==> src/rtl/ctrl_pkg.sv <==
// ctrl_pkg: shared definitions for the multi-cycle MIPS controller.
// Holds the opcode constants, ALU operation codes, mux selector codes,
// the 12-state FSM encoding and the packed control word that the output
// decoder produces.
package ctrl_pkg;

  // Opcode field (IR[31:26])
  localparam logic [5:0] OP_R     = 6'b000000;
  localparam logic [5:0] OP_J     = 6'b000010;
  localparam logic [5:0] OP_BEQ   = 6'b000100;
  localparam logic [5:0] OP_BNE   = 6'b000101;
  localparam logic [5:0] OP_ADDI  = 6'b001000;
  localparam logic [5:0] OP_SLTIU = 6'b001011;
  localparam logic [5:0] OP_ORI   = 6'b001101;
  localparam logic [5:0] OP_LUI   = 6'b001111;
  localparam logic [5:0] OP_LW    = 6'b100011;
  localparam logic [5:0] OP_SW    = 6'b101011;

  // ALU operation codes (shared with the single-cycle main decoder)
  localparam logic [2:0] ALU_ADD   = 3'b000;
  localparam logic [2:0] ALU_BEQ   = 3'b001;
  localparam logic [2:0] ALU_RTYPE = 3'b010;
  localparam logic [2:0] ALU_BNE   = 3'b011;
  localparam logic [2:0] ALU_ORI   = 3'b100;
  localparam logic [2:0] ALU_LUI   = 3'b101;
  localparam logic [2:0] ALU_SLTIU = 3'b110;

  // ALU B operand select
  localparam logic [1:0] SRCB_RT   = 2'b00;
  localparam logic [1:0] SRCB_FOUR = 2'b01;
  localparam logic [1:0] SRCB_IMM  = 2'b10;
  localparam logic [1:0] SRCB_BOFF = 2'b11;

  // PC source select
  localparam logic [1:0] PCSRC_ALU    = 2'b00;
  localparam logic [1:0] PCSRC_ALUOUT = 2'b01;
  localparam logic [1:0] PCSRC_JUMP   = 2'b10;

  typedef enum logic [3:0] {
    S_FETCH    = 4'd0,
    S_DECODE   = 4'd1,
    S_MEM_ADDR = 4'd2,
    S_MEM_RD   = 4'd3,
    S_MEM_WB   = 4'd4,
    S_MEM_WR   = 4'd5,
    S_EXEC_R   = 4'd6,
    S_R_WB     = 4'd7,
    S_BRANCH   = 4'd8,
    S_EXEC_I   = 4'd9,
    S_I_WB     = 4'd10,
    S_JUMP     = 4'd11
  } state_e;

  typedef struct packed {
    logic       pc_write;
    logic       pc_write_cond;
    logic       branch_ne;
    logic       iord;
    logic       mem_read;
    logic       mem_write;
    logic       ir_write;
    logic       mem_to_reg;
    logic       reg_dst;
    logic       reg_write;
    logic       alu_src_a;
    logic [1:0] alu_src_b;
    logic [2:0] alu_op;
    logic [1:0] pc_source;
    logic       instr_done;
    logic       illegal;
  } ctrl_word_t;

  // ALU operation for the immediate-arithmetic group.
  function automatic logic [2:0] i_alu_op(input logic [5:0] op);
    case (op)
      OP_SLTIU: i_alu_op = ALU_SLTIU;
      OP_ORI:   i_alu_op = ALU_ORI;
      OP_LUI:   i_alu_op = ALU_LUI;
      default:  i_alu_op = ALU_ADD;
    endcase
  endfunction

  function automatic logic is_legal(input logic [5:0] op);
    case (op)
      OP_R, OP_J, OP_BEQ, OP_BNE, OP_ADDI, OP_SLTIU,
      OP_ORI, OP_LUI, OP_LW, OP_SW: is_legal = 1'b1;
      default:                      is_legal = 1'b0;
    endcase
  endfunction

endpackage

==> src/rtl/multicycle_ctrl_if.sv <==
// multicycle_ctrl_if: bundle between the controller and the datapath.
// Inputs to the controller: instr_op_i (IR opcode), mem_ready_i (memory
// completes this cycle). Outputs: all datapath control strobes, the
// instr_done_o / illegal_o pulses, retired_cnt_o and the state_o debug view.
// Modports: master = controller side, slave = datapath / bench side.
interface multicycle_ctrl_if #(
  parameter int CNT_W = 16
);
  import ctrl_pkg::*;

  logic [5:0]       instr_op_i;
  logic             mem_ready_i;
  logic             PCWrite_o;
  logic             PCWriteCond_o;
  logic             BranchNe_o;
  logic             IorD_o;
  logic             MemRead_o;
  logic             MemWrite_o;
  logic             IRWrite_o;
  logic             MemtoReg_o;
  logic             RegDst_o;
  logic             RegWrite_o;
  logic             ALUSrcA_o;
  logic [1:0]       ALUSrcB_o;
  logic [2:0]       ALU_op_o;
  logic [1:0]       PCSource_o;
  logic             instr_done_o;
  logic             illegal_o;
  logic [CNT_W-1:0] retired_cnt_o;
  state_e           state_o;

  modport master (
    input  instr_op_i, mem_ready_i,
    output PCWrite_o, PCWriteCond_o, BranchNe_o, IorD_o, MemRead_o,
           MemWrite_o, IRWrite_o, MemtoReg_o, RegDst_o, RegWrite_o,
           ALUSrcA_o, ALUSrcB_o, ALU_op_o, PCSource_o, instr_done_o,
           illegal_o, retired_cnt_o, state_o
  );

  modport slave (
    output instr_op_i, mem_ready_i,
    input  PCWrite_o, PCWriteCond_o, BranchNe_o, IorD_o, MemRead_o,
           MemWrite_o, IRWrite_o, MemtoReg_o, RegDst_o, RegWrite_o,
           ALUSrcA_o, ALUSrcB_o, ALU_op_o, PCSource_o, instr_done_o,
           illegal_o, retired_cnt_o, state_o
  );

endinterface

==> src/rtl/mc_ctrl_outputs.sv <==
// mc_ctrl_outputs: combinational control-word decoder.
// Ports: state_i (current FSM state), instr_op_i (IR opcode),
// mem_ready_i (memory handshake), ctrl_o (full control word, ungated).
// Strobes not named for a state stay 0.
module mc_ctrl_outputs
  import ctrl_pkg::*;
(
  input  state_e     state_i,
  input  logic [5:0] instr_op_i,
  input  logic       mem_ready_i,
  output ctrl_word_t ctrl_o
);

  always_comb begin
    ctrl_o = '0;
    case (state_i)
      S_FETCH: begin
        ctrl_o.mem_read  = 1'b1;
        ctrl_o.alu_src_b = SRCB_FOUR;
        // IR and PC+4 are captured only when the read actually completes.
        ctrl_o.ir_write  = mem_ready_i;
        ctrl_o.pc_write  = mem_ready_i;
      end
      S_DECODE: begin
        ctrl_o.alu_src_b = SRCB_BOFF;
        ctrl_o.illegal   = ~is_legal(instr_op_i);
      end
      S_MEM_ADDR: begin
        ctrl_o.alu_src_a = 1'b1;
        ctrl_o.alu_src_b = SRCB_IMM;
      end
      S_MEM_RD: begin
        ctrl_o.mem_read = 1'b1;
        ctrl_o.iord     = 1'b1;
      end
      S_MEM_WB: begin
        ctrl_o.reg_write  = 1'b1;
        ctrl_o.mem_to_reg = 1'b1;
        ctrl_o.instr_done = 1'b1;
      end
      S_MEM_WR: begin
        ctrl_o.mem_write  = 1'b1;
        ctrl_o.iord       = 1'b1;
        ctrl_o.instr_done = mem_ready_i;
      end
      S_EXEC_R: begin
        ctrl_o.alu_src_a = 1'b1;
        ctrl_o.alu_op    = ALU_RTYPE;
      end
      S_R_WB: begin
        ctrl_o.reg_write  = 1'b1;
        ctrl_o.reg_dst    = 1'b1;
        ctrl_o.alu_op     = ALU_RTYPE;
        ctrl_o.instr_done = 1'b1;
      end
      S_BRANCH: begin
        ctrl_o.alu_src_a     = 1'b1;
        ctrl_o.pc_write_cond = 1'b1;
        ctrl_o.pc_source     = PCSRC_ALUOUT;
        ctrl_o.instr_done    = 1'b1;
        ctrl_o.branch_ne     = (instr_op_i == OP_BNE);
        ctrl_o.alu_op        = (instr_op_i == OP_BNE) ? ALU_BNE : ALU_BEQ;
      end
      S_EXEC_I: begin
        ctrl_o.alu_src_a = 1'b1;
        ctrl_o.alu_src_b = SRCB_IMM;
        ctrl_o.alu_op    = i_alu_op(instr_op_i);
      end
      S_I_WB: begin
        ctrl_o.alu_src_a  = 1'b1;
        ctrl_o.alu_src_b  = SRCB_IMM;
        ctrl_o.alu_op     = i_alu_op(instr_op_i);
        ctrl_o.reg_write  = 1'b1;
        ctrl_o.instr_done = 1'b1;
      end
      S_JUMP: begin
        ctrl_o.pc_write   = 1'b1;
        ctrl_o.pc_source  = PCSRC_JUMP;
        ctrl_o.instr_done = 1'b1;
      end
      default: ctrl_o = '0;
    endcase
  end

endmodule

==> src/rtl/multicycle_ctrl.sv <==
// multicycle_ctrl: Moore FSM sequencing the multi-cycle MIPS datapath.
// Ports: clk_i (rising edge), rst_i (synchronous, active-high),
// bus (multicycle_ctrl_if master: opcode + memory ready in, control
// strobes, retirement/illegal pulses, retired counter and state out).
// Handshake: the memory owns completion; in FETCH, MEM_RD and MEM_WR the
// request is held every cycle and the FSM advances only in the cycle
// mem_ready_i is high, which is also the only cycle side effects commit.
module multicycle_ctrl
  import ctrl_pkg::*;
#(
  parameter int CNT_W = 16
) (
  input  logic clk_i,
  input  logic rst_i,
  multicycle_ctrl_if.master bus
);

  state_e           state_q, state_d;
  logic [CNT_W-1:0] cnt_q;
  ctrl_word_t       raw_cw, cw;

  mc_ctrl_outputs u_outputs (
    .state_i     (state_q),
    .instr_op_i  (bus.instr_op_i),
    .mem_ready_i (bus.mem_ready_i),
    .ctrl_o      (raw_cw)
  );

  // During reset no architectural state may change, so every write enable
  // and both pulses are suppressed; muxes still follow the state.
  always_comb begin
    cw = raw_cw;
    if (rst_i) begin
      cw.pc_write      = 1'b0;
      cw.pc_write_cond = 1'b0;
      cw.ir_write      = 1'b0;
      cw.mem_write     = 1'b0;
      cw.reg_write     = 1'b0;
      cw.instr_done    = 1'b0;
      cw.illegal       = 1'b0;
    end
  end

  always_comb begin
    state_d = state_q;
    case (state_q)
      S_FETCH:    if (bus.mem_ready_i) state_d = S_DECODE;
      S_DECODE: begin
        case (bus.instr_op_i)
          OP_LW, OP_SW:                          state_d = S_MEM_ADDR;
          OP_R:                                  state_d = S_EXEC_R;
          OP_BEQ, OP_BNE:                        state_d = S_BRANCH;
          OP_ADDI, OP_SLTIU, OP_ORI, OP_LUI:     state_d = S_EXEC_I;
          OP_J:                                  state_d = S_JUMP;
          default:                               state_d = S_FETCH;
        endcase
      end
      S_MEM_ADDR: state_d = (bus.instr_op_i == OP_SW) ? S_MEM_WR : S_MEM_RD;
      S_MEM_RD:   if (bus.mem_ready_i) state_d = S_MEM_WB;
      S_MEM_WR:   if (bus.mem_ready_i) state_d = S_FETCH;
      S_EXEC_R:   state_d = S_R_WB;
      S_EXEC_I:   state_d = S_I_WB;
      default:    state_d = S_FETCH;
    endcase
  end

  always_ff @(posedge clk_i) begin
    if (rst_i) begin
      state_q <= S_FETCH;
      cnt_q   <= '0;
    end else begin
      state_q <= state_d;
      if (cw.instr_done) cnt_q <= cnt_q + CNT_W'(1);
    end
  end

  assign bus.PCWrite_o     = cw.pc_write;
  assign bus.PCWriteCond_o = cw.pc_write_cond;
  assign bus.BranchNe_o    = cw.branch_ne;
  assign bus.IorD_o        = cw.iord;
  assign bus.MemRead_o     = cw.mem_read;
  assign bus.MemWrite_o    = cw.mem_write;
  assign bus.IRWrite_o     = cw.ir_write;
  assign bus.MemtoReg_o    = cw.mem_to_reg;
  assign bus.RegDst_o      = cw.reg_dst;
  assign bus.RegWrite_o    = cw.reg_write;
  assign bus.ALUSrcA_o     = cw.alu_src_a;
  assign bus.ALUSrcB_o     = cw.alu_src_b;
  assign bus.ALU_op_o      = cw.alu_op;
  assign bus.PCSource_o    = cw.pc_source;
  assign bus.instr_done_o  = cw.instr_done;
  assign bus.illegal_o     = cw.illegal;
  assign bus.retired_cnt_o = cnt_q;
  assign bus.state_o       = state_q;

endmodule

==> src/flat_wrapper.sv <==
// flat-port wrapper written by rule: the top's interface ports become plain ports
module multicycle_ctrl_flat import ctrl_pkg::*;
#(
  parameter int CNT_W = 16
)
  (clk_i, rst_i, bus_instr_op_i, bus_mem_ready_i, bus_PCWrite_o, bus_PCWriteCond_o, bus_BranchNe_o, bus_IorD_o, bus_MemRead_o, bus_MemWrite_o, bus_IRWrite_o, bus_MemtoReg_o, bus_RegDst_o, bus_RegWrite_o, bus_ALUSrcA_o, bus_ALUSrcB_o, bus_ALU_op_o, bus_PCSource_o, bus_instr_done_o, bus_illegal_o, bus_retired_cnt_o, bus_state_o);
  multicycle_ctrl_if #(.CNT_W(CNT_W)) bus_i ();
  input  logic clk_i;
  input  logic rst_i;
  input wire logic [$bits(bus_i.instr_op_i)-1:0] bus_instr_op_i;
  input wire logic [$bits(bus_i.mem_ready_i)-1:0] bus_mem_ready_i;
  output wire logic [$bits(bus_i.PCWrite_o)-1:0] bus_PCWrite_o;
  output wire logic [$bits(bus_i.PCWriteCond_o)-1:0] bus_PCWriteCond_o;
  output wire logic [$bits(bus_i.BranchNe_o)-1:0] bus_BranchNe_o;
  output wire logic [$bits(bus_i.IorD_o)-1:0] bus_IorD_o;
  output wire logic [$bits(bus_i.MemRead_o)-1:0] bus_MemRead_o;
  output wire logic [$bits(bus_i.MemWrite_o)-1:0] bus_MemWrite_o;
  output wire logic [$bits(bus_i.IRWrite_o)-1:0] bus_IRWrite_o;
  output wire logic [$bits(bus_i.MemtoReg_o)-1:0] bus_MemtoReg_o;
  output wire logic [$bits(bus_i.RegDst_o)-1:0] bus_RegDst_o;
  output wire logic [$bits(bus_i.RegWrite_o)-1:0] bus_RegWrite_o;
  output wire logic [$bits(bus_i.ALUSrcA_o)-1:0] bus_ALUSrcA_o;
  output wire logic [$bits(bus_i.ALUSrcB_o)-1:0] bus_ALUSrcB_o;
  output wire logic [$bits(bus_i.ALU_op_o)-1:0] bus_ALU_op_o;
  output wire logic [$bits(bus_i.PCSource_o)-1:0] bus_PCSource_o;
  output wire logic [$bits(bus_i.instr_done_o)-1:0] bus_instr_done_o;
  output wire logic [$bits(bus_i.illegal_o)-1:0] bus_illegal_o;
  output wire logic [$bits(bus_i.retired_cnt_o)-1:0] bus_retired_cnt_o;
  output wire logic [$bits(bus_i.state_o)-1:0] bus_state_o;
  assign bus_i.instr_op_i = bus_instr_op_i;
  assign bus_i.mem_ready_i = bus_mem_ready_i;
  assign bus_PCWrite_o = bus_i.PCWrite_o;
  assign bus_PCWriteCond_o = bus_i.PCWriteCond_o;
  assign bus_BranchNe_o = bus_i.BranchNe_o;
  assign bus_IorD_o = bus_i.IorD_o;
  assign bus_MemRead_o = bus_i.MemRead_o;
  assign bus_MemWrite_o = bus_i.MemWrite_o;
  assign bus_IRWrite_o = bus_i.IRWrite_o;
  assign bus_MemtoReg_o = bus_i.MemtoReg_o;
  assign bus_RegDst_o = bus_i.RegDst_o;
  assign bus_RegWrite_o = bus_i.RegWrite_o;
  assign bus_ALUSrcA_o = bus_i.ALUSrcA_o;
  assign bus_ALUSrcB_o = bus_i.ALUSrcB_o;
  assign bus_ALU_op_o = bus_i.ALU_op_o;
  assign bus_PCSource_o = bus_i.PCSource_o;
  assign bus_instr_done_o = bus_i.instr_done_o;
  assign bus_illegal_o = bus_i.illegal_o;
  assign bus_retired_cnt_o = bus_i.retired_cnt_o;
  assign bus_state_o = bus_i.state_o;
  multicycle_ctrl #(.CNT_W(CNT_W)) u_core (.clk_i(clk_i), .rst_i(rst_i), .bus(bus_i));
endmodule
==> config.mk <==
export PLATFORM = sky130hd
export DESIGN_NAME = multicycle_ctrl_flat
export DESIGN_NICKNAME = d
export VERILOG_FILES = /design/src/rtl/ctrl_pkg.sv /design/src/rtl/multicycle_ctrl_if.sv /design/src/rtl/mc_ctrl_outputs.sv /design/src/rtl/multicycle_ctrl.sv /design/src/flat_wrapper.sv
export SDC_FILE = /design/constraint.sdc
export NUM_CORES = 1
export LEC_CHECK = 0
export ABC_CLOCK_PERIOD_IN_PS = 3100
export BUFFER_PORTS_ARGS = -buffer_cell sky130_fd_sc_hd__buf_2
export CAP_MARGIN = 20
export CELL_PAD_IN_SITES_DETAIL_PLACEMENT = 1
export CELL_PAD_IN_SITES_GLOBAL_PLACEMENT = 1
export CORE_ASPECT_RATIO = 1.5
export CORE_MARGIN = 2
export CORE_UTILIZATION = 39
export CTS_BUF_LIST = sky130_fd_sc_hd__clkbuf_4
export CTS_CLUSTER_DIAMETER = 50
export DETAILED_ROUTE_END_ITERATION = 10
export MAX_ROUTING_LAYER = met4
export PLACE_DENSITY_LB_ADDON = 0.12
export SYNTH_ARGS = -nofsm -noshare
export SYNTH_HDL_FRONTEND = slang
export SYNTH_SLANG_ARGS = --single-unit
==> constraint.sdc <==
create_clock -name clk_i -period 3.1 [get_ports clk_i]
set_clock_uncertainty 0.05 [all_clocks]
set_input_delay 0.62 -clock clk_i [delete_from_list [all_inputs] [get_ports clk_i]]
set_output_delay 0.62 -clock clk_i [all_outputs]
set_load 0.05 [all_outputs]
## After elaboration in Yosys (flattened, before gate mapping)

Index checks and enable logic that the tools add are counted.

- Bits in writable memories: 0
- Output and inout bits: 40
- Register bits after elaboration: 20
- ROM bits: 0
- Word-level logic and storage cells: 71
- Memories kept: 0
- Input port bits: 9
- Bits in latches: 0

- Div/mod/pow operators: 0
- $add $sub $neg: 1
- Muxes and demuxes: 29
- Multipliers: 0
- $lt $le $gt $ge: 0
- Shifts and indexed selects: 0
- Equality and inequality tests: 23
- Reduce and logical (&&, ||, !) cells: 15
- Bitwise gates (word level): 1

Operators by type and width:

| kind | number |
|---|---|
| $pmux W4 S7 | 1 |
| $eq A6 B4 Y1 const B | 4 |
| $pmux W4 S5 | 1 |
| $pmux W3 S3 | 2 |
| $add A16 B1 Y16 const B | 1 |
| $eq A4 B3 Y1 const B | 4 |
| $eq A4 B4 Y1 const B | 4 |
| $eq A6 B3 Y1 const B | 2 |
| $eq A6 B6 Y1 const B | 2 |
| $mux W1 | 12 |
| $mux W4 | 3 |
| $reduce_or A2 Y1 | 6 |
| $mux W2 | 5 |
| $reduce_or A10 Y1 | 1 |
| $reduce_or A5 Y1 | 2 |
| $eq A4 B2 Y1 const B | 2 |
| $eq A6 B2 Y1 const B | 1 |
| $logic_not A6 Y1 | 1 |
| $ne A2 B2 Y1 const B | 3 |
| $pmux W2 S3 | 1 |
| $reduce_or A3 Y1 | 2 |
| $eq A4 B1 Y1 const B | 1 |
| $logic_not A4 Y1 | 1 |
| $pmux W1 S2 | 2 |
| other kinds (5) | 5 |

## Logic depth before layout (Yosys ltp)

Gate-level depths: netlist (run 1).

- Depth after elaboration: 7
- Gate-level depth with buffers: 7
- Depth with buffers taken out: 4

## By module

From an unflattened synthesis (run 1), not the netlist that was laid out.

- Cells, all modules: 194
- Area, all modules: 1,537.7 um^2

Modules (own cells, without submodules):

| module | times used | area each (um^2) | cells each |
|---|---|---|---|
| multicycle_ctrl | 1 | 1,147.4 | 141 |
| mc_ctrl_outputs | 1 | 390.4 | 53 |

## Worst setup path after synthesis (run 1)

Ideal clock, no wire load.

- Path type: reg2out
- From: reg u_core.state_q[2] (netlist: u_core.bus.state_o[2])
- To: out bus_IRWrite_o
- Cell stages (with the launch flop): 5
- Required time: 2,430 ps
- Arrival time: 3,763 ps
- Path slack: -1,333 ps
- Cell sequence: dfxtp_1 -> buf_4 -> clkbuf_1 -> nor3_1 -> nor4b_1

- Longest elaborated chain between the ends: 3

RTL lines:

| element | RTL line | text |
|---|---|---|
| start, declared | multicycle_ctrl.sv:18 | `state_e state_q, state_d;` |
| start signal, assigned | multicycle_ctrl.sv:72 | `state_q <= state_d;` |
| $logic_not A4 Y1 | mc_ctrl_outputs.sv:16 | `case (state_i)` |
| $mux W1 | mc_ctrl_outputs.sv:16 |  |
| $mux W2 | multicycle_ctrl.sv:33 | `if (rst_i) begin` |
| end, declared | flat_wrapper.sv:18 | `output wire logic [$bits(bus_i.IRWrite_o)-1:0] bus_IRWrite_o;` |

Every way passes these cells.

## Worst setup path in the final report (run 1)

- From: reg u_core.state_q[0] (netlist: u_core.bus.state_o[0])
- To: out bus_ALU_op_o[1]

- Longest elaborated chain between the ends: 3
- Elaborated cells on any way between the ends: 8

RTL lines:

| element | RTL line | text |
|---|---|---|
| $eq A4 B4 Y1 / $eq A4 B3 Y1 (equally long branches) | mc_ctrl_outputs.sv:16 |  |
| $reduce_or A2 Y1 (no source line) | - |  |
| $pmux W3 S3 (*) | mc_ctrl_outputs.sv:16 |  |
| end, declared | flat_wrapper.sv:24 | `output wire logic [$bits(bus_i.ALU_op_o)-1:0] bus_ALU_op_o;` |

Every way passes the cells marked *; elsewhere a longest branch is shown, timed or not.

==> impl_metrics.json, run 1 <==
{
  "layout_common_cells": "48 x sky130_fd_sc_hd__buf_2, 20 x sky130_fd_sc_hd__dfxtp_1, 18 x sky130_fd_sc_hd__nor2_1, 17 x sky130_fd_sc_hd__a21oi_1, 10 x sky130_fd_sc_hd__or4_1",
  "final_estimated_routing_congestion_in_global_placement": 0.833,
  "status": "finished clean",
  "fmax_mhz": 358,
  "yosys_warnings": 0,
  "drt_iter0_markers": 9,
  "min_period_over_period": 0.901,
  "synth_area_per_cell_um2": 7.77,
  "worst_path_dominant_cell_family": "simple AND/OR/NAND/NOR gates",
  "track_usage": 0.228,
  "final-hold-violation-count": 0,
  "detail_route.first_pass.iterations": 4,
  "area_delta_synth_final_pct": 21.0,
  "grt_start_max_net_pins": 29,
  "die_h_um": 78.4,
  "viasPerCell": 6.04,
  "syn-num-nets": 195,
  "powerDensity_nw_per_um2": 282,
  "critical_path_required_ns": 2.43,
  "slowest_stage": "sky130_fd_sc_hd__dfxtp_1",
  "synth_ff_type": "sky130_fd_sc_hd__dfxtp_1",
  "cts_resized": 0,
  "numClockSinks": 20,
  "critical_path_buf_inv_count": 1,
  "clk_pin_slew_ns": 0.11,
  "design.portCount": 49,
  "cellLeakagePower_nw": 0.713,
  "timing.critical_path.arrival_ns": 2.12,
  "global_route_wire_length_before_repair_um": 7250,
  "overflow": 0,
  "cp_slowest_stage_delay_ns": 0.52,
  "die-area_um2": 4200,
  "worst_slack_ns": 0.307,
  "rr_worst_depth": 6,
  "row_count": 27,
  "cp_cell_sequence": "nand2b_1, and2_1, or3_1, o31ai_2, buf_2",
  "design.final.nets": 237,
  "critical_path.endpoint_type": "primary output",
  "drc": 0,
  "cts_max_path_buffers": 2,
  "clkLatencyLatePin_ns": 0.30,
  "vdd.ir_drop.worst_uv": 154,
  "die_x_um": 53.6,
  "tritoncts.num_buffers": 3,
  "netlist-cell-type-count": 49,
  "route.vias.total": 1618,
  "htree_levels": 1,
  "cts_root_buf": "sky130_fd_sc_hd__clkbuf_4",
  "hold_path_class": "reg -> reg",
  "setup.reg_to_reg.worst_slack_ns": 0.86,
  "final_max_slew_viol_count": 0,
  "finalWirelength_um": 4410,
  "floorplan.core_area_um2": 3610,
  "layout-drive-gt1-share": 0.298,
  "synth-seq-cells": 20,
  "start_kind": "flip-flop",
  "io_buffers": 48,
  "antenna_left": 0,
  "finalWorstPathRequiredPeriod_ns": 2.79,
  "most_common_cell_after_layout_fill_and_taps_aside": "sky130_fd_sc_hd__buf_2",
  "antenna_cells_inserted": 0,
  "min_delay_worst_endpoint": "u_core.bus.retired_cnt_o[10]$_SDFFE_PP0P_",
  "synth-seq-area-share": 0.279,
  "wl_per_cell_um": 16.4,
  "finalCoreUtilization": 0.481,
  "unrepaired_setup_endpoints_after_global_routing": "false",
  "antenna_violations_before_repair": 0,
  "async_reset_ff_frac": 0,
  "synth_area_um2": 1440,
  "cts_tree": "built",
  "finalSetupViolations": 0,
  "regToRegEndpoint": "u_core.bus.retired_cnt_o[15]$_SDFFE_PP0P_",
  "holdBufCountCts": 0,
  "grt_pass1_vias": 1592,
  "critical_path_class": "reg -> out",
  "holdCritStartpoint": "u_core.bus.retired_cnt_o[10]$_SDFFE_PP0P_",
  "number_of_synthesized_flops_with_an_enable_pin": 0,
  "crit-reg2reg-launch": "u_core.bus.state_o[0]$_SDFFE_PP0P_",
  "netlist_instances": 185,
  "worst_hold_path.num_cells": 2,
  "max_slew_margin": 0.630,
  "actual_transition_at_the_worst_max_transition_pin_ns": 0.550,
  "p_total_mw": 0.490,
  "detailed_place_hpwl_um": 3390,
  "cts.repair_timing.setup_buffer_count": 0,
  "initial_core_utilization": 0.398,
  "crit_path_max_fanout": 7,
  "maxCapViolations": 0,
  "pre_cts_slack_ns": 0.423
}
synthesized netlist by cell type, types with 2 or more instances:
cell / count / area share
sky130_fd_sc_hd__nor3_1: 6 / 0.021
sky130_fd_sc_hd__buf_6: 3 / 0.023
sky130_fd_sc_hd__or4_1: 10 / 0.052
sky130_fd_sc_hd__nor3b_1: 2 / 0.010
sky130_fd_sc_hd__o31ai_1: 10 / 0.052
sky130_fd_sc_hd__o2bb2ai_1: 2 / 0.012
sky130_fd_sc_hd__nand3_1: 6 / 0.021
sky130_fd_sc_hd__o21ai_1: 4 / 0.014
sky130_fd_sc_hd__o21a_1: 2 / 0.010
sky130_fd_sc_hd__mux2i_1: 2 / 0.014
sky130_fd_sc_hd__and3_1: 3 / 0.013
sky130_fd_sc_hd__nand2_1: 7 / 0.018
sky130_fd_sc_hd__or3_1: 6 / 0.026
sky130_fd_sc_hd__dfxtp_1: 20 / 0.28
sky130_fd_sc_hd__nor2_1: 18 / 0.047
sky130_fd_sc_hd__nand2b_1: 4 / 0.017
sky130_fd_sc_hd__buf_4: 2 / 0.010
sky130_fd_sc_hd__nand4_1: 5 / 0.022
sky130_fd_sc_hd__nor4_1: 5 / 0.022
sky130_fd_sc_hd__a21oi_1: 17 / 0.059
sky130_fd_sc_hd__o31a_1: 2 / 0.012
sky130_fd_sc_hd__and4_1: 2 / 0.012
sky130_fd_sc_hd__nor2b_1: 3 / 0.013
sky130_fd_sc_hd__nor4b_1: 3 / 0.018
sky130_fd_sc_hd__inv_1: 4 / 0.010
sky130_fd_sc_hd__o21ai_0: 4 / 0.014
sky130_fd_sc_hd__clkbuf_1: 11 / 0.029
layout make-up:
type | count | area [µm²]
Clock buffer | 3 | 22.5
Inverter | 4 | 15.0
Timing Repair Buffer | 54 | 285
Multi-Input combinational cell | 144 | 962
Sequential cell | 20 | 400
Tap cell | 43 | 53.8
Fill cell | 477 | 1880
per-layer routing:
layer,track usage,up-vias,part of all wire
met1,0.230,770,0.39
met2,0.431,43,0.55
li1,-,795,-
met4,0.0872,0,0.024
met3,0.0152,10,0.036
met5,-,-,0
worst max-delay path by stage:
stage	from	to	slack, ns	cells past startpoint
finish	u_core.bus.state_o[0]$_SDFFE_PP0P_	bus_ALU_op_o[1]	0.31	5
global route	u_core.bus.state_o[0]$_SDFFE_PP0P_	bus_ALU_op_o[1]	0.20	5
CTS	u_core.bus.state_o[0]$_SDFFE_PP0P_	bus_ALU_op_o[1]	0.29	5
detailed placement	bus_instr_op_i[5]	bus_ALU_op_o[1]	0.42	6
global placement	bus_instr_op_i[5]	bus_ALU_op_o[1]	0.53	6
floorplan	u_core.bus.state_o[2]$_SDFFE_PP0P_	bus_IRWrite_o	-0.21	4
report_power, final:
part	total, mW	internal (mW)	leakage (nW)	switching, mW
clock network	0.124	0.0453	0.0138	0.0784
registers	0.262	0.259	0.161	0.00383
logic	0.104	0.0295	0.538	0.0748
stage by stage:
step | hold WS [ns] | instances | TNS (ns) | area [µm²]
final | 0.461 | 268 | 0 | 1740
after detailed placement | 0.449 | 265 | 0 | 1720
after CTS | 0.465 | 268 | 0 | 1740
after global placement | 0.426 | 265 | 0 | 1720
after floorplan | 0.662 | 185 | -0.210 | 1470
after global routing | 0.481 | 268 | 0 | 1740
registers in the layout, summed over array words and instances, names as in the netlist:
register,flops
u_core.bus.retired_cnt_o,16
u_core.bus.state_o,4
cells by family (layout without fill, tap and decap cells):
logic type / after synthesis / count (layout) / share of synthesized area
simple gates: 85 / 85 / 0.345
flops: 20 / 20 / 0.279
mux: 4 / 4 / 0.0322
buf+inv: 21 / 61 / 0.0757
fa+ha+maj: 2 / 2 / 0.0157
xor+xnor: 2 / 2 / 0.0122
compound gates: 51 / 51 / 0.241
worst min-delay path, cell delays in order, from the launching register on:
cell and delay (ns):
sky130_fd_sc_hd__dfxtp_1 0.35, sky130_fd_sc_hd__o31ai_1 0.07, sky130_fd_sc_hd__a21oi_1 0.05
No activity file was read; power rests on OpenSTA's default activity.
==> inputs of run 2 (changes only) <==
--- a/config.mk
+++ b/config.mk
@@ -6,8 +6,7 @@
 export NUM_CORES = 1
 export LEC_CHECK = 0
 export ABC_CLOCK_PERIOD_IN_PS = 3100
-export BUFFER_PORTS_ARGS = -buffer_cell sky130_fd_sc_hd__buf_2
-export CAP_MARGIN = 20
+export BUFFER_PORTS_ARGS = -buffer_cell sky130_fd_sc_hd__buf_4
 export CELL_PAD_IN_SITES_DETAIL_PLACEMENT = 1
 export CELL_PAD_IN_SITES_GLOBAL_PLACEMENT = 1
 export CORE_ASPECT_RATIO = 1.5
@@ -18,6 +17,7 @@
 export DETAILED_ROUTE_END_ITERATION = 10
 export MAX_ROUTING_LAYER = met4
 export PLACE_DENSITY_LB_ADDON = 0.12
+export REMOVE_ABC_BUFFERS = 1
 export SYNTH_ARGS = -nofsm -noshare
 export SYNTH_HDL_FRONTEND = slang
 export SYNTH_SLANG_ARGS = --single-unit
==> impl_metrics.json, run 2 (synthesized netlist as in run 1, its figures left out) <==
{
  "io_buffers": 48,
  "max_slew_margin": 0.655,
  "area_delta_synth_final_pct": 27.2,
  "row_count": 27,
  "setup.reg_to_reg.worst_slack_ns": 0.93,
  "vdd.ir_drop.worst_uv": 227,
  "final_max_slew_viol_count": 0,
  "critical_path_class": "reg -> out",
  "cts_root_buf": "sky130_fd_sc_hd__clkbuf_4",
  "tritoncts.num_buffers": 3,
  "pre_cts_slack_ns": 0.485,
  "design.portCount": 49,
  "unrepaired_setup_endpoints_after_global_routing": "false",
  "antenna_cells_inserted": 0,
  "p_total_mw": 0.500,
  "critical_path_required_ns": 2.43,
  "hold_path_class": "reg -> reg",
  "pwr-share-clk": 0.260,
  "actual_transition_at_the_worst_max_transition_pin_ns": 0.514,
  "initial_core_utilization": 0.398,
  "status": "finished clean",
  "cts_max_path_buffers": 2,
  "filler_cell_count": 481,
  "detailed_place_hpwl_um": 3230,
  "wl_per_cell_um": 15.7,
  "crit-reg2reg-launch": "u_core.bus.state_o[2]$_SDFFE_PP0P_",
  "holdBufCountCts": 0,
  "hold_slack_ns": 0.464,
  "design.final.nets": 237,
  "critical_path.endpoint_type": "primary output",
  "power.internal_mw": 0.342,
  "finalSetupViolations": 0,
  "worst_hold_path.num_cells": 2,
  "largest_register_ffs": 16,
  "htree_levels": 1,
  "start_kind": "flip-flop",
  "slowest_stage": "sky130_fd_sc_hd__dfxtp_1",
  "cts_tree": "built",
  "clkLatencyLatePin_ns": 0.31,
  "comb_power_share": 0.213,
  "rr_worst_depth": 6,
  "timing.critical_path.arrival_ns": 2.13,
  "final_estimated_routing_congestion_in_global_placement": 0.758,
  "overflow": 0,
  "netSwitchingPower_mw": 0.158,
  "drc": 0,
  "seq_power_share": 0.526,
  "most_common_cell_after_layout_fill_and_taps_aside": "sky130_fd_sc_hd__buf_4",
  "route.vias.total": 1605,
  "finalCoreUtilization": 0.506,
  "cp_cell_sequence": "nand2b_1, and2_1, or3_1, o31ai_1, buf_4",
  "worst_slack_ns": 0.298,
  "floorplan.core_area_um2": 3610,
  "grt_pass1_vias": 1585,
  "setup-tns-final_ns": 0,
  "track_usage": 0.225,
  "die-area_um2": 4200,
  "antenna_left": 0,
  "antenna_violations_before_repair": 0,
  "drt_iter0_markers": 25,
  "final-hold-violation-count": 0,
  "layout-drive-gt1-share": 0.270,
  "power.switching_fraction": 0.316,
  "finalWirelength_um": 4210,
  "global_route_wire_length_before_repair_um": 7180,
  "regToRegEndpoint": "u_core.bus.retired_cnt_o[15]$_SDFFE_PP0P_",
  "die_x_um": 53.6,
  "powerDensity_nw_per_um2": 274,
  "min_delay_worst_endpoint": "u_core.bus.retired_cnt_o[13]$_SDFFE_PP0P_",
  "maxCapViolations": 0,
  "fmax_mhz": 357,
  "finalWorstPathRequiredPeriod_ns": 2.80,
  "crit_path_max_fanout": 12,
  "detail_route.first_pass.iterations": 4,
  "clk_pin_slew_ns": 0.11,
  "holdCritStartpoint": "u_core.bus.retired_cnt_o[13]$_SDFFE_PP0P_",
  "cts_resized": 0,
  "cellLeakagePower_nw": 0.710,
  "layout_common_cells": "54 x sky130_fd_sc_hd__buf_4, 20 x sky130_fd_sc_hd__dfxtp_1, 18 x sky130_fd_sc_hd__nor2_1, 17 x sky130_fd_sc_hd__a21oi_1",
  "cp_slowest_stage_delay_ns": 0.58,
  "min_period_over_period": 0.904,
  "viasPerCell": 5.97,
  "die_h_um": 78.4,
  "grt_start_max_net_pins": 29,
  "cts.repair_timing.setup_buffer_count": 0,
  "numClockSinks": 20
}
[run 2: through the flow]
step           cells  area, µm²
5_1_grt          269       1830
6_report         269       1830
3_5_place_dp     265       1800
2_1_floorplan    168       1340
4_1_cts          269       1830
3_3_place_gp     265       1800
[run 2: power groups by stage]
| stage | Combinational (mW) | Clock (mW) | Sequential, mW |
|---|---|---|---|
| final | 0.107 | 0.130 | 0.263 |
| after global routing | 0.116 | 0.146 | 0.264 |
| after CTS | 0.107 | 0.137 | 0.263 |
| after detailed placement | 0.107 | 0 | 0.269 |
| after global placement | 0.104 | 0 | 0.269 |
| after floorplan | 0.0543 | 0 | 0.276 |
[run 2: layout make-up]
cell class	count	area (µm²)	share of cell area
clock buffer	3	22.5	0.0123
clock inverter	1	3.75	0.00205
inverter	4	15.0	0.00821
multi-input combinational	144	928	0.508
sequential	20	400	0.219
tap	43	53.8	0.0294
timing repair buffer	54	405	0.222
[run 2: metal layers]
layer | routed length (µm) | GRT usage | up-vias
met2 | 2210 | 0.391 | 41
met4 | 111 | 0.100 | 0
li1 | - | - | 790
met3 | 160 | 0.0133 | 9
met1 | 1730 | 0.256 | 765
met5 | 0 | - | -
[run 2: critical path: cells and delay by family, from the launching register on]
family | cells | cell delay, ns
AND/OR/NAND/NOR | 3 | 0.80
flip-flops | 1 | 0.58
buffers and inverters | 1 | 0.24
AO/OA/AOI/OAI | 1 | 0.22
[run 2: worst max-delay path by stage]
stage	start	end	slack (ns)	depth (start not counted)
after floorplan	u_core.bus.state_o[2]$_SDFFE_PP0P_	bus_IRWrite_o	-1.14	2
after detailed placement	bus_instr_op_i[5]	bus_ALU_op_o[1]	0.49	6
final	u_core.bus.state_o[0]$_SDFFE_PP0P_	bus_ALU_op_o[1]	0.30	5
after global placement	bus_instr_op_i[5]	bus_ALU_op_o[1]	0.56	6
after global routing	u_core.bus.state_o[0]$_SDFFE_PP0P_	bus_ALU_op_o[1]	0.13	5
after CTS	u_core.bus.state_o[0]$_SDFFE_PP0P_	bus_ALU_op_o[1]	0.31	5
